**src/rtl/frodo_pkg.sv**
```systemverilog
// rtl/frodo_pkg.sv - shared state encodings, mode codes and default program tables
// for the FrodoKEM instruction sequencer.
package frodo_pkg;

  typedef enum logic [2:0] {
    ST_IDLE,
    ST_START,
    ST_IF,
    ST_EX,
    ST_FINISH
  } state_e;

  localparam logic [1:0] MODE_KEYGEN = 2'd0;
  localparam logic [1:0] MODE_ENCAP  = 2'd1;
  localparam logic [1:0] MODE_DECAP  = 2'd2;

  // Per-mode pc tables, mode 3 in the top byte down to mode 0 in the bottom byte.
  localparam logic [31:0] DEF_START_PC = 32'h0000_0000;
  localparam logic [31:0] DEF_END_PC   = {8'd0, 8'd2, 8'd17, 8'd7};

endpackage

```
**src/rtl/frodo_watchdog.sv**
```systemverilog
// rtl/frodo_watchdog.sv - execute-phase watchdog; expire fires on the enabled cycle
// whose increment would bring the counter to all-ones.
module frodo_watchdog #(
  parameter int TMO_W = 16
) (
  input  logic clk,
  input  logic rst,
  input  logic clear,
  input  logic enable,
  output logic expire
);

  localparam logic [TMO_W-1:0] LAST = {{(TMO_W-1){1'b1}}, 1'b0};

  logic [TMO_W-1:0] cnt_q, cnt_d;

  always_comb begin
    cnt_d = cnt_q;
    if (clear) begin
      cnt_d = '0;
    end else if (enable) begin
      cnt_d = cnt_q + 1'b1;
    end
  end

  assign expire = enable & ~clear & (cnt_q == LAST);

  always_ff @(posedge clk) begin
    if (rst) begin
      cnt_q <= '0;
    end else begin
      cnt_q <= cnt_d;
    end
  end

endmodule

```
**src/rtl/frodo_seq_ctrl.sv**
```systemverilog
// rtl/frodo_seq_ctrl.sv - FrodoKEM program sequencer: steps pc from the mode's first
// to last instruction, issuing one inst_valid pulse per instruction.
module frodo_seq_ctrl
  import frodo_pkg::*;
#(
  parameter int PC_W   = 8,
  parameter int MODE_W = 2,
  parameter int LVL_W  = 2,
  parameter int TMO_W  = 16,
  parameter logic [(2**MODE_W)*PC_W-1:0] START_PC = DEF_START_PC,
  parameter logic [(2**MODE_W)*PC_W-1:0] END_PC   = DEF_END_PC,
  parameter logic [(2**MODE_W)-1:0]      MODE_EN  = 4'b0111
) (
  input  logic              clk,
  input  logic              rst,
  input  logic [LVL_W-1:0]  level,
  input  logic [MODE_W-1:0] mode,
  input  logic              start,
  input  logic              abort,
  input  logic              inst_done,
  output logic              valid,
  output logic              err,
  output logic              busy,
  output logic              inst_valid,
  output logic [LVL_W-1:0]  level_reg,
  output logic [MODE_W-1:0] mode_reg,
  output logic [PC_W-1:0]   pc
);

  state_e            state_q, state_d;
  logic [PC_W-1:0]   pc_q, pc_d;
  logic [LVL_W-1:0]  level_reg_q, level_reg_d;
  logic [MODE_W-1:0] mode_reg_q, mode_reg_d;
  logic              valid_q, valid_d, err_q, err_d;
  logic              busy_q, busy_d, inst_valid_q, inst_valid_d;
  logic              start_d_q, start_d_d, armed_q, armed_d;
  logic              start_pos, wd_clear, wd_en, wd_expire;
  logic [PC_W-1:0]   start_pc_sel, end_pc_sel;

  assign start_pc_sel = START_PC[mode_reg_q*PC_W +: PC_W];
  assign end_pc_sel   = END_PC[mode_reg_q*PC_W +: PC_W];

  // armed stays low after reset until start has been seen low, so a start
  // held through reset release cannot launch a run.
  assign start_pos = start & ~start_d_q & armed_q;

  frodo_watchdog #(.TMO_W(TMO_W)) u_wd (
    .clk    (clk),
    .rst    (rst),
    .clear  (wd_clear),
    .enable (wd_en),
    .expire (wd_expire)
  );

  always_comb begin
    state_d      = state_q;
    pc_d         = pc_q;
    level_reg_d  = level_reg_q;
    mode_reg_d   = mode_reg_q;
    valid_d      = 1'b0;
    err_d        = 1'b0;
    inst_valid_d = 1'b0;
    wd_clear     = 1'b0;
    wd_en        = 1'b0;
    start_d_d    = start;
    armed_d      = armed_q | ~start;

    case (state_q)
      ST_IDLE: begin
        if (start_pos) begin
          if (MODE_EN[mode]) begin
            level_reg_d = level;
            mode_reg_d  = mode;
            state_d     = ST_START;
          end else begin
            err_d = 1'b1;
          end
        end
      end
      ST_START: begin
        pc_d    = start_pc_sel;
        state_d = ST_IF;
      end
      ST_IF: begin
        inst_valid_d = 1'b1;
        wd_clear     = 1'b1;
        state_d      = ST_EX;
      end
      ST_EX: begin
        wd_en = ~inst_done & ~abort;
        if (inst_done) begin
          state_d = ST_FINISH;
        end else if (wd_expire) begin
          state_d = ST_IDLE;
          err_d   = 1'b1;
        end
      end
      ST_FINISH: begin
        if (pc_q == end_pc_sel) begin
          state_d = ST_IDLE;
          valid_d = 1'b1;
        end else begin
          pc_d    = pc_q + 1'b1;
          state_d = ST_IF;
        end
      end
      default: state_d = ST_IDLE;
    endcase

    if (abort && state_q != ST_IDLE) begin
      state_d      = ST_IDLE;
      pc_d         = pc_q;
      valid_d      = 1'b0;
      err_d        = 1'b0;
      inst_valid_d = 1'b0;
    end

    busy_d = (state_d != ST_IDLE);
  end

  always_ff @(posedge clk) begin
    if (rst) begin
      state_q      <= ST_IDLE;
      pc_q         <= '0;
      level_reg_q  <= '0;
      mode_reg_q   <= '0;
      valid_q      <= 1'b0;
      err_q        <= 1'b0;
      busy_q       <= 1'b0;
      inst_valid_q <= 1'b0;
      start_d_q    <= 1'b0;
      armed_q      <= ~start;
    end else begin
      state_q      <= state_d;
      pc_q         <= pc_d;
      level_reg_q  <= level_reg_d;
      mode_reg_q   <= mode_reg_d;
      valid_q      <= valid_d;
      err_q        <= err_d;
      busy_q       <= busy_d;
      inst_valid_q <= inst_valid_d;
      start_d_q    <= start_d_d;
      armed_q      <= armed_d;
    end
  end

  assign valid      = valid_q;
  assign err        = err_q;
  assign busy       = busy_q;
  assign inst_valid = inst_valid_q;
  assign level_reg  = level_reg_q;
  assign mode_reg   = mode_reg_q;
  assign pc         = pc_q;

endmodule

```
**config.mk**
```make
export PLATFORM = sky130hd
export DESIGN_NAME = frodo_seq_ctrl
export DESIGN_NICKNAME = d
export VERILOG_FILES = /design/src/rtl/frodo_pkg.sv /design/src/rtl/frodo_watchdog.sv /design/src/rtl/frodo_seq_ctrl.sv
export SDC_FILE = /design/constraint.sdc
export NUM_CORES = 1
export LEC_CHECK = 0
export BUFFER_PORTS_ARGS = -buffer_cell sky130_fd_sc_hd__buf_2
export CAP_MARGIN = 20
export CORE_AREA = 2 2 58 60
export CTS_CLUSTER_SIZE = 12
export DETAILED_ROUTE_END_ITERATION = 8
export DIE_AREA = 0 0 60 62
export PLACE_DENSITY = 0.9
export SLEW_MARGIN = 10
export SYNTH_ARGS = -nofsm -noshare
export SYNTH_HDL_FRONTEND = slang
export SYNTH_SLANG_ARGS = --single-unit
```
**constraint.sdc**
```tcl
create_clock -name clk -period 3.5 [get_ports clk]
set_input_delay 0.175 -clock clk [delete_from_list [all_inputs] [get_ports clk]]
set_output_delay 0.175 -clock clk [all_outputs]
set_load 0.005 [all_outputs]
```
==> results.py <==
metrics = {
    "timing": {
        "fmax_mhz": 504.4,
        "slew_headroom": 0.6080,
        "whs_ns": 0.03756,
        "finalCritPeriodShare": 0.5665,
        "tns_ns": 0,
        "period_minus_slack_ns": 1.983,
        "tightest_slew_ns": 0.5880,
        "rsz0062_at_grt": "no",
        "slew_viol_final": 0,
        "layout_setup_ws_ns": 1.517,
        "skew_ns": 0.01069,
        "setup_viol": 0,
        "hold_violations": 0,
    },
    "cells_and_area": {
        "postLayoutCellArea_mm2": 0.001963,
        "largest-register": "u_wd.cnt_q",
        "final_common_cell": "dfxtp_1",
        "finalNetCount": 231,
        "mostFrequentLayoutCells": "dfxtp_1 (37), nor2_1 (35), buf_2 (24), xnor2_1 (10)",
        "largest_register_ffs": 16,
        "drive_gt1_frac": 0.1818,
        "syn_to_final_growth_pct": 12.15,
        "antenna_cells": 0,
    },
    "critical_path": {
        "worstSetupPathType": "register to register",
        "required_ns": 3.71,
        "critPathArrivalTime_ns": 2.19,
        "crit_chain": "nand4bb_4 > or4b_1 > nor3_1 > xnor2_1 > nor2_1",
        "path_buf_inv": 0,
        "cp_top_family": "simple AND/OR/NAND/NOR gates",
        "critPathMaxStageDelay_ns": 0.66,
        "slowest_stage": "or4b_1",
        "critPathMaxFanout": 9,
        "start_kind": "register",
        "cp-end-kind": "register",
    },
    "logic_synthesis": {
        "syn_area_mm2": 0.001750,
        "ys_seq_area_frac": 0.4232,
        "ys_warn_count": 0,
        "async_reset_ff_frac": 0,
        "syn_inst": 196,
        "ys_types": 46,
        "syn-num-nets": 208,
        "syn_avg_cell_area_um2": 8.931,
        "ys_seq_elements": 37,
        "synthFlopType": "dfxtp_1",
        "synth_edf_count": 0,
    },
    "grt": {
        "grt_pass1_wl_mm": 5.223,
        "grtUsageTotal": 0.1837,
        "grt_max_degree": 17,
        "grt_pass1_vias": 1261,
        "grt_overflow": 0,
        "antenna_found_initial": 0,
    },
    "cts": {
        "cts_sinks": 37,
        "holdBufCountCts": 0,
        "post_cts_resize_count": 0,
        "clkTransAtPathRegs_ns": 0.10,
        "cts_buffer_depth": 2,
        "htree_levels": 2,
        "cts_buffers": 5,
        "cts-root-buf": "clkbuf_4",
        "post_cts_buffers": 0,
        "clk_latency_ns": 0.34,
        "cts_tree": "yes",
    },
    "place": {
        "dp_hpwl_mm": 2.359,
        "dpl-instance-area_mm2": 0.001878,
        "pre_cts_slack_ns": 1.562,
        "io_buffers": 24,
        "globalplace.congestion": 0.8341,
    },
    "worst_hold_path": {
        "hp-class": "primary input to register",
    },
    "detailed_routing": {
        "wire_per_inst_um": 12.00,
        "drtAntennaViolNets": 0,
        "vias_per_cell": 5.346,
        "routed_wl_mm": 3.193,
        "first_pass_iters": 5,
        "drc": 0,
        "dr.first_iter.drc_count": 63,
        "vias": 1422,
    },
    "pwr": {
        "leakagePower_nw": 0.7470,
        "p_per_area_mw_per_mm2": 413.0,
        "power_mw": 0.8107,
        "vdd_ir_drop_max_v": 0.0002961,
    },
    "flow_run": {
        "maxCapViolCount": 0,
    },
    "die": {
        "rows": 21,
        "core_mm2": 0.003179,
        "start_util": 0.5506,
        "die_area_mm2": 0.003720,
        "ios": 25,
        "fp.dieH_um": 62,
        "die-width_um": 60,
    },
    "outcome": {
        "status": "finished clean",
    },
}
## final cells by class
class | instances | area, um2
sequential | 37 | 740.7
clock inverter | 1 | 30.03
timing repair buffer | 24 | 120.1
fill | 267 | 1216
inverter | 8 | 30.03
multi-input combinational | 143 | 929.6
clock buffer | 7 | 55.05
tap | 46 | 57.56
## final timing paths
| check | startpoint | endpoint | slack [ns] | cells past startpoint |
|---|---|---|---|---|
| worst max register to register | state_q[1] | u_wd.cnt_q[14] | 1.52 | 5 |
| worst min-delay path | start | armed_q | 0.04 | 2 |
| worst max-delay path | state_q[1] | u_wd.cnt_q[14] | 1.52 | 5 |
| worst min register to register | armed_q | armed_q | 0.48 | 2 |
## report_power, final
group,switching (mW),leakage [nW],internal (mW)
combinational,0.0357,0.402,0.0254
sequential,0.0111,0.299,0.431
clock,0.137,0.0455,0.171
## synthesized netlist by cell type, types with 2 or more instances
library cell	n	area, um2
and4_1	2	17.52
nand3_1	7	35.03
nor3b_1	2	15.01
ha_1	3	37.54
nand2b_1	3	18.77
buf_6	2	22.52
nand2_1	9	33.78
a21oi_1	6	30.03
or2_2	3	18.77
xor2_1	9	78.83
inv_1	8	30.03
nand4_1	3	18.77
o2111ai_1	2	17.52
mux2i_1	3	30.03
xnor2_1	10	87.58
nor4_1	2	12.51
o211ai_1	3	22.52
nand3b_1	2	15.01
nor2b_1	2	12.51
clkbuf_1	3	11.26
or3_1	3	18.77
nor3_1	5	25.02
nor2_1	35	131.4
or4_1	3	22.52
dfxtp_1	37	740.7
o21ai_0	8	40.04
nor4b_1	2	17.52
## layer usage
layer / part of all wire / global-route usage
met5: 0 / 0
met4: 0.0060 / 0.03810
met3: 0.050 / 0.05176
met2: 0.48 / 0.3090
met1: 0.47 / 0.2372
## per-stage QoR
step           std cells    util
6_report             266  0.6175
5_1_grt              266  0.6175
4_1_cts              266  0.6175
3_5_place_dp         258  0.5907
3_3_place_gp         258  0.5907
2_1_floorplan        196       -
## cells by family (layout without fill, tap and decap cells)
family                     after synthesis  in the layout  share of synthesized area
AOI/OAI and AO/OA                       26             26                    0.09579
xor gates and xnor gates                19             19                    0.09507
adders and majority gates                4              4                    0.02716
buffers and inverters                   16             40                    0.04574
DFF                                     37             37                     0.4232
muxes                                    3              3                    0.01716
and+or+nand+nor                         91             91                     0.2959
(Power assumes the default switching activity.)
